**src/rtl/dtcl_afpm_pipe.sv**
```systemverilog
// 3-stage valid/ready binary32 multiplier: exact 24x24 or DTCL-approximate significand product.
// Latency 3 cycles at 1 op/cycle; when the output holds, stages fill and in_ready drops.
module dtcl_afpm_pipe #(
  parameter int E     = 10,
  parameter int A     = 6,
  parameter int K     = 2,
  parameter int TAG_W = 4
) (
  input  logic             clk,
  input  logic             resetn,
  input  logic             in_valid,
  output logic             in_ready,
  input  logic [31:0]      in_a,
  input  logic [31:0]      in_b,
  input  logic             in_exact,
  input  logic [TAG_W-1:0] in_tag,
  output logic             out_valid,
  input  logic             out_ready,
  output logic [31:0]      out_p,
  output logic [TAG_W-1:0] out_tag
);
  localparam int P  = 2 * (E + A);
  localparam int SI = (E + A < 24) ? 23 - E - A : 0;

  if (A % K != 0) begin : g_bad_chunk
    $error("dtcl_afpm_pipe: A must be a multiple of K");
  end
  if (E < 1 || A < 1 || E + A > 24) begin : g_bad_split
    $error("dtcl_afpm_pipe: need E >= 1, A >= 1 and E + A <= 24");
  end

  // Keep only the leading one of every K-bit chunk.
  function automatic logic [A-1:0] quant(input logic [A-1:0] r);
    logic [A-1:0] q;
    logic         found;
    q = '0;
    for (int c = 0; c < A / K; c++) begin
      found = 1'b0;
      for (int b = K - 1; b >= 0; b--) begin
        if (!found && r[c*K+b]) begin
          q[c*K+b] = 1'b1;
          found    = 1'b1;
        end
      end
    end
    return q;
  endfunction

  // Handshake
  logic s1_vld_q, s2_vld_q, out_vld_q;
  logic ld3, s2_rdy, s1_rdy;

  assign ld3      = !out_vld_q || out_ready;
  assign s2_rdy   = !s2_vld_q || ld3;
  assign s1_rdy   = !s1_vld_q || s2_rdy;
  assign in_ready = s1_rdy;

  // S1: classify, split regions, quantise
  logic         sa, sb, za, zb, ia, ib, na, nb;
  logic [7:0]   ea, eb;
  logic [22:0]  fa, fb;
  logic [23:0]  full_a, full_b;
  logic [A-1:0] ra, rb;

  assign {sa, ea, fa} = in_a;
  assign {sb, eb, fb} = in_b;
  assign za = (ea == 8'd0);
  assign zb = (eb == 8'd0);
  assign ia = (ea == 8'hFF) && (fa == 23'd0);
  assign ib = (eb == 8'hFF) && (fb == 23'd0);
  assign na = (ea == 8'hFF) && (fa != 23'd0);
  assign nb = (eb == 8'hFF) && (fb != 23'd0);
  assign full_a = {~za, fa};
  assign full_b = {~zb, fb};

  always_comb begin
    ra = full_a[23-E -: A];
    rb = full_b[23-E -: A];
    if (E + A < 24) begin
      ra[0] = ra[0] | full_a[SI];
      rb[0] = rb[0] | full_b[SI];
    end
  end

  logic [9:0] s1_esum_d;
  logic       s1_nan_d, s1_zero_d, s1_inf_d;

  assign s1_esum_d = {2'b00, ea} + {2'b00, eb} - 10'd127;
  assign s1_nan_d  = na || nb || (za && ib) || (zb && ia);
  assign s1_zero_d = za || zb;
  assign s1_inf_d  = ia || ib;

  logic [TAG_W-1:0] s1_tag_q;
  logic             s1_exact_q, s1_sign_q, s1_nan_q, s1_zero_q, s1_inf_q;
  logic [9:0]       s1_esum_q;
  logic [23:0]      s1_fa_q, s1_fb_q;
  logic [A-1:0]     s1_aq_q, s1_bq_q;

  // S2: partial products, DTCL result left-aligned into 48 bits
  logic [E-1:0] xe, ye;
  logic [P-1:0] dt_d;
  logic [47:0]  s2_prod_d;

  assign xe = s1_fa_q[23 -: E];
  assign ye = s1_fb_q[23 -: E];

  always_comb begin
    dt_d = ((P'(xe) * P'(ye)) << (2 * A))
         + ((P'(xe) * P'(s1_bq_q) + P'(ye) * P'(s1_aq_q)) << A)
         + P'(s1_aq_q) * P'(s1_bq_q);
    if (s1_exact_q) s2_prod_d = 48'(s1_fa_q) * 48'(s1_fb_q);
    else            s2_prod_d = 48'(dt_d) << (48 - P);
  end

  logic [TAG_W-1:0] s2_tag_q;
  logic             s2_sign_q, s2_nan_q, s2_zero_q, s2_inf_q;
  logic [9:0]       s2_esum_q;
  logic [47:23]     s2_prod_q;
  logic             unused_prod_lsbs;

  assign unused_prod_lsbs = ^s2_prod_d[22:0];

  // S3: normalise (truncate), exponent, special cases
  logic        cin;
  logic [22:0] frac_d;
  logic [9:0]  e_d;
  logic [31:0] p_d;

  assign cin    = s2_prod_q[47];
  assign frac_d = cin ? s2_prod_q[46:24] : s2_prod_q[45:23];
  assign e_d    = s2_esum_q + {9'd0, cin};

  always_comb begin
    p_d = {s2_sign_q, e_d[7:0], frac_d};
    if (s2_nan_q)                          p_d = 32'h7FFF_FFFF;
    else if (s2_zero_q)                    p_d = {s2_sign_q, 31'd0};
    else if (s2_inf_q)                     p_d = {s2_sign_q, 8'hFF, 23'd0};
    else if (e_d[9] || e_d == 10'd0)       p_d = {s2_sign_q, 31'd0};
    else if (e_d >= 10'd255)               p_d = {s2_sign_q, 8'hFF, 23'd0};
  end

  logic [31:0]      out_p_q;
  logic [TAG_W-1:0] out_tag_q;

  always_ff @(posedge clk) begin
    if (!resetn) begin
      s1_vld_q  <= 1'b0;
      s2_vld_q  <= 1'b0;
      out_vld_q <= 1'b0;
      out_p_q   <= 32'd0;
      out_tag_q <= '0;
    end else begin
      if (s1_rdy) s1_vld_q  <= in_valid;
      if (s2_rdy) s2_vld_q  <= s1_vld_q;
      if (ld3)    out_vld_q <= s2_vld_q;
      if (ld3 && s2_vld_q) begin
        out_p_q   <= p_d;
        out_tag_q <= s2_tag_q;
      end
    end
  end

  // Payload registers need no reset; the valid bits qualify them.
  always_ff @(posedge clk) begin
    if (in_valid && s1_rdy) begin
      s1_tag_q   <= in_tag;
      s1_exact_q <= in_exact;
      s1_sign_q  <= sa ^ sb;
      s1_nan_q   <= s1_nan_d;
      s1_zero_q  <= s1_zero_d;
      s1_inf_q   <= s1_inf_d;
      s1_esum_q  <= s1_esum_d;
      s1_fa_q    <= full_a;
      s1_fb_q    <= full_b;
      s1_aq_q    <= quant(ra);
      s1_bq_q    <= quant(rb);
    end
    if (s1_vld_q && s2_rdy) begin
      s2_tag_q  <= s1_tag_q;
      s2_sign_q <= s1_sign_q;
      s2_nan_q  <= s1_nan_q;
      s2_zero_q <= s1_zero_q;
      s2_inf_q  <= s1_inf_q;
      s2_esum_q <= s1_esum_q;
      s2_prod_q <= s2_prod_d[47:23];
    end
  end

  assign out_valid = out_vld_q;
  assign out_p     = out_p_q;
  assign out_tag   = out_tag_q;

endmodule
```
**config.mk**
```make
export PLATFORM = sky130hd
export DESIGN_NAME = dtcl_afpm_pipe
export DESIGN_NICKNAME = d
export VERILOG_FILES = /design/src/rtl/dtcl_afpm_pipe.sv
export SDC_FILE = /design/constraint.sdc
export NUM_CORES = 2
export LEC_CHECK = 0
export BUFFER_PORTS_ARGS = -buffer_cell sky130_fd_sc_hd__clkbuf_2
export CORE_MARGIN = 2
export CORE_UTILIZATION = 61
export CTS_CLUSTER_SIZE = 25
export DETAILED_ROUTE_END_ITERATION = 7
export PLACE_DENSITY = 0.79
export SLEW_MARGIN = 30
export SYNTH_ARGS = -nofsm -noshare
export SYNTH_HDL_FRONTEND = slang
export SYNTH_SLANG_ARGS = --single-unit
```
**constraint.sdc**
```tcl
create_clock -name clk -period 10.4 [get_ports clk]
set_clock_uncertainty 0.2 [all_clocks]
set_input_delay 2.08 -clock clk [delete_from_list [all_inputs] [get_ports clk]]
set_output_delay 2.08 -clock clk [all_outputs]
set_load 0.01 [all_outputs]
```
### Yosys cells after proc, flatten, opt, wreduce, memory -nomap -nowiden

Index checks and enable logic that the tools add are counted.

* $add $sub $neg: 6
* multipliers: 5
* $lt $le $gt $ge: 1
* equality and inequality tests: 2
* mux-type cells: 25
* bitwise gates (word level): 5
* reduce and logical (&&, ||, !) cells: 40

Operators by type and width (number)
* 31-bit two-way mux: 4
* 24-bit by 24-bit multiplier with 48-bit output: 1
* 48-bit two-way mux: 1
* 23-bit logical NOT: 2
* 23-bit nonzero test: 2
* 32-bit by 12-bit adder with 32-bit output: 1
* 32-bit by 23-bit adder with 32-bit output: 1
* 10-bit by 6-bit multiplier with 16-bit output: 2
* 32-bit two-way mux: 1
* 23-bit two-way mux: 1
* 10-bit by 10-bit multiplier with 20-bit output: 1
* 1-bit two-way mux: 18
* 16-bit by 16-bit adder with 17-bit output: 1
* 8-bit == test (second input constant): 2
* 8-bit logical NOT: 2
* 1-bit logical AND: 15
* 6-bit by 6-bit multiplier with 12-bit output: 1
* 10-bit by 1-bit adder with 10-bit output: 1
* 10-bit by 8-bit >= comparator with 1-bit output (second input constant): 1
* 10-bit logical NOT: 1
* 9-bit by 7-bit subtractor with 10-bit output (second input constant): 1
* 8-bit by 8-bit adder with 9-bit output: 1
* 1-bit logical NOT: 9
* 1-bit logical OR: 9
* other kinds (3): 5

* flip-flop bits (word level): 161
* input bits: 73
* output and inout port bits: 38

### Longest topological paths before layout

* word-level depth: 9
* gate-level depth with buffers: 35
* gate-level depth less buffers: 33

### Worst setup path after synthesis

No wires, ideal clock.

* kind: reg2reg
* start: reg s1_fa_q[16]
* end: reg s2_prod_q[47] (netlist bit) (data pin)
* arrival time: 7.343 ns
* required time: 9.941 ns
* slack: 2.598 ns
* stages on the path, launching flop included: 33
* buffers on the path: 2
* clock period less this slack: 7.802 ns
* cells stage by stage: edfxtp_1 clkbuf_1 clkbuf_1 nand2_1 fa_1 inv_1 fa_1 fa_1 fa_1 inv_1 fa_1 inv_1 ha_1 o21ai_0 a21boi_0 o21ai_0 a21boi_0 o2111ai_1 nand2_1 nor2_1 xnor2_1 ha_1 ha_1 ha_1 nand4_1 nor4_1 nand4_1 nand3_1 a21oi_1 nor4_4 nand4_2 o211a_1 a211o_1

* longest elaborated chain between the ends: 5
* elaborated cells between the ends (all ways): 7

RTL lines
* start: declaration: line 96 `logic [23:0] s1_fa_q, s1_fb_q;`
* start signal: assignment: line 173 `s1_fa_q <= full_a;`
* 10-bit by 6-bit multiplier with 16-bit output: line 109 `+ ((P'(xe) * P'(s1_bq_q) + P'(ye) * P'(s1_aq_q)) << A)`
* 16-bit by 16-bit adder with 17-bit output: line 109
* 32-bit by 23-bit adder with 32-bit output: line 109
* 32-bit by 12-bit adder with 32-bit output: line 110 `+ P'(s1_aq_q) * P'(s1_bq_q);`
* 48-bit two-way mux *: line 111 `if (s1_exact_q) s2_prod_d = 48'(s1_fa_q) * 48'(s1_fb_q);`
* via s2_prod_d[47]: line 102 `logic [47:0] s2_prod_d;`
* end signal: assignment: line 185 `s2_prod_q <= s2_prod_d[47:23];`
* end: declaration: line 118 `logic [47:23] s2_prod_q;`

The timed path passes the listed nets; every way through them passes the cells marked *.
A chain may end at the register's enable or synchronous reset.

### Worst setup path after layout

* start: reg s1_fa_q[11]
* end: reg s2_prod_q[47] (netlist bit) (data pin)

* longest elaborated chain between the ends: 2

RTL lines (line)
* 24-bit by 24-bit multiplier with 48-bit output: 111
* 48-bit two-way mux: 111
* via s2_prod_d[47]: 102

The timed path passes the listed nets, and every way through them passes these cells.

==> impl_summary.txt <==
----------------------------------------------------
[Clock network]
  Number of hold buffers added after cts ... 0
  Latest clock arrival within the worst-skew pair ... 440 ps
  Root buffer selected by CTS ... clkbuf_16
  Setup fix buffers added after clock tree synthesis ... 0
  Reg clk slew, reported paths ... 70 ps
  Resized Gates After CTS ... 0
  Max Buffers Root-to-Sink ... 2
  Total clock buffers created by CTS ... 17
  TritonCTS clock tree ... yes
  Number of sinks on the clock net ... 155
  Depth of the CTS H-tree ... 4

[Drt]
  Top layer used by detailed routing ... met5
  Drt total wl ... 86810 µm
  Residual DRC count ... 0
  Initial drt markers ... 2024
  Antenna-violating nets left ... 0
  Wire length on met1 ... 31160 µm
  Via count ... 23850
  DR vias/cell ... 5.794
  Final routed wire length divided by cell count ... 21.09 µm
  Met3 wirelength from detailed routing ... 8288 µm
  Routed met2 length ... 41400 µm
  Number of iterations in the first detailed-routing pass ... 6

[Worst setup path]
  Critical Path AT ... 8940 ps
  Slowest Stage Delay on Critical Path ... 1040 ps
  Required time at the endpoint of the critical path ... 10390 ps
  Maximum fanout along the worst path ... 19
  Critical path launch point type ... flip-flop
  Critical setup path kind ... reg -> reg
  Buffers and inverters on the worst path ... 3
  Kind of cell adding the most delay to the critical path ... adder cells
  Cell type with the highest occurrence count on the critical path ... fa_1
  Worst setup EP type ... flip-flop
  Critical-path cell with the highest stage delay ... edfxtp_1

[Yosys]
  Synthesized-area fraction occupied by adder cells ... 51.56%
  Mux cell area share after synthesis ... 0.9248%
  Number of distinct library cells after synthesis ... 68
  Yosys warning count ... 0
  Post-synthesis simple-gate area fraction ... 14.50%
  Post-synth design cell area ... 31660 µm²
  Share of the synthesized area in the top cell type ... 38.76%
  Flops & latches, synth ... 155
  Synth Area in Compound Gates ... 6.422%
  Primary FF master, synth ... edfxtp_1
  Async set-or-reset flop fraction in the synthesized netlist ... 0%
  Post-synth EDFFs ... 116
  Post-Synthesis Cells ... 3369
  Cell taking the most area after synthesis ... fa_1
  Combinational family with the most area after synthesis ... adder cells
  Post-synthesis area per instance ... 9.398 µm²
  Sequential share of the synthesized area ... 13.47%
  Synth area leaders ... fa_1, ha_1, edfxtp_1
  Xor/xnor cell area share of the yosys netlist ... 2.268%
  Post-synth net total ... 4379

[Job]
  Number of max-cap violations ... 0

[Placement]
  Final GP Congestion ... 0.9876
  Placement Cell Area ... 33030 µm²
  Number of placed cells counting well taps ... 4080
  Port bufs ... 110
  Detailed-placement wirelength estimate ... 70110 µm

[Status]
  Status ... completed

[Finish]
  Area used by multi-input combinational logic ... 23990 µm²
  Post-route cell area ... 33680 µm²
  Fill cell count ... 4096
  Net total in the final layout ... 4432
  Final Instance Count excl. Fillers ... 4116
  Layout overhead on the synthesized area ... 6.371%
  Share of layout cells above drive strength 1 ... 6.579%
  FF/Latch Area ... 4264 µm²

[STA]
  Hold Violations, Final ... 0
  Max_slew headroom ... 29.80%
  Shortest clock period the worst path allows after layout ... 8949 ps
  Actual transition at the worst max-transition pin ... 1053 ps
  Period utilization ... 86.05%
  RSZ-0062 raised after global routing ... false
  Slew Limit Fails ... 0
  Final setup vio count ... 0
  Timing-limited maximum frequency ... 111.7 MHz
  Setup TNS ... 0 ps

[GRT]
  Wire length of the first global-routing pass ... 138200 µm
  Global-route total usage across every layer ... 33.83%
  Number of global-route vias before repair ... 25350
  Pin count of the biggest net entering global routing ... 45
  Antenna violations before repair ... 3
  Final global-route overflow total ... 0

[Floorplanning]
  Cell Rows ... 83
  I/O pin count ... 111
  Die width ... 231.8 µm
  Die Y ... 231.8 µm
  Initial cell density of the core ... 61.71%
  Floorplan core area ... 51300 µm²
  Die Footprint ... 53740 µm²

[Hold path]
  Type of the tightest min-delay check ... reg -> reg

----------------------------------------------------
==> cell type report <==
class | instances | share of cell area [%]
sequential | 155 | 12.66
antenna | 1 | 0.007431
timing repair buffer | 170 | 3.099
tap | 680 | 2.526
multi-input combinational | 2299 | 71.23
inverter | 779 | 8.683
clock buffer | 17 | 1.263
clock inverter | 15 | 0.5276
==> synth_stat cells, types with 16 or more instances <==
library cell	n
nand3_1	19
dfxtp_1	39
fa_1	613
mux2i_1	27
a21o_1	18
inv_1	778
ha_1	324
and2_1	251
nor4_1	16
nand4_1	20
nor2b_1	20
xor2_1	31
and3_1	16
o211a_1	24
nor2_1	64
a21oi_1	78
edfxtp_1	116
nand2_1	484
clkbuf_1	133
nor3_1	24
xnor2_1	51
o21ai_0	65
==> sequential cells by signal, indices dropped and copies added, names as in the netlist, 3 cells and up <==
register	flops
s1_aq_q	3
s2_esum_q	10
s1_bq_q	3
s2_tag_q	4
s1_esum_q	10
s1_fa_q	24
s1_tag_q	4
out_p	32
out_tag	4
s1_fb_q	24
s2_prod_q	25
==> cell usage in the layout, fill, tap and decap left out, types with 8 or more instances in the layout <==
| cell type | instances |
|---|---|
| a211o_1 | 10 |
| a21boi_0 | 9 |
| a21o_1 | 18 |
| a21oi_1 | 78 |
| a31oi_1 | 9 |
| and2_1 | 251 |
| and3_1 | 16 |
| buf_4 | 55 |
| clkbuf_16 | 17 |
| clkbuf_2 | 110 |
| dfxtp_1 | 39 |
| edfxtp_1 | 116 |
| fa_1 | 613 |
| ha_1 | 324 |
| inv_1 | 778 |
| mux2i_1 | 27 |
| nand2_1 | 484 |
| nand2b_1 | 10 |
| nand3_1 | 19 |
| nand4_1 | 20 |
| nor2_1 | 64 |
| nor2b_1 | 19 |
| nor3_1 | 24 |
| nor4_1 | 16 |
| o211a_1 | 24 |
| o211ai_1 | 8 |
| o21a_1 | 14 |
| o21ai_0 | 65 |
| o21bai_1 | 10 |
| o31ai_1 | 8 |
| xnor2_1 | 51 |
| xor2_1 | 31 |
==> per-layer routing <==
metal | track usage, % | vias to the layer above
met3 | 7.245 | 354
met2 | 55.51 | 1250
li1 | - | 10440
met5 | 0 | -
met1 | 41.62 | 11800
met4 | 19.15 | 2
==> per-stage QoR <==
stage	hold slack, ps	worst slack [ps]	util (%)
after floorplan	200.3	2598	-
after global placement	200.7	1805	64.31
after detailed placement	204.5	1616	64.39
after CTS	220.9	1556	65.57
after global routing	229.9	1054	65.64
final	219.3	1451	65.65
==> worst reg2reg max path, delay by kind of cell, from the launching register on <==
family          cells  cell delay (ps)
buf+inv             3              150
xor+xnor            1              140
flops               1             1040
compound gates      8             1840
simple gates        9             1620
fa+ha+maj           9             3720
==> cell families (layout without fill, tap and decap cells) <==
| group | count (synthesis) | after routing |
|---|---|---|
| other | 0 | 1 |
| XOR/XNOR | 82 | 82 |
| flip-flops | 155 | 155 |
| AO/OA/AOI/OAI | 298 | 298 |
| AND/OR/NAND/NOR | 953 | 953 |
| buffers and inverters | 915 | 981 |
| adder cells (fa/ha/maj) | 937 | 937 |
| multiplexers | 29 | 29 |
==> final timing paths <==
check / startpoint / to / slack [ps] / depth (start not counted)
setup / recovery: s1_fa_q[11] / s2_prod_q[47] / 1450 / 30
setup reg to reg: s1_fa_q[11] / s2_prod_q[47] / 1450 / 30
hold / removal: s1_esum_q[9] / s2_esum_q[9] / 220 / 0
hold reg to reg: s1_esum_q[9] / s2_esum_q[9] / 220 / 0
Power is left out: the tool's default activity adds up to more than one toggle a clock period on the data nets, which glitch-free logic cannot reach.
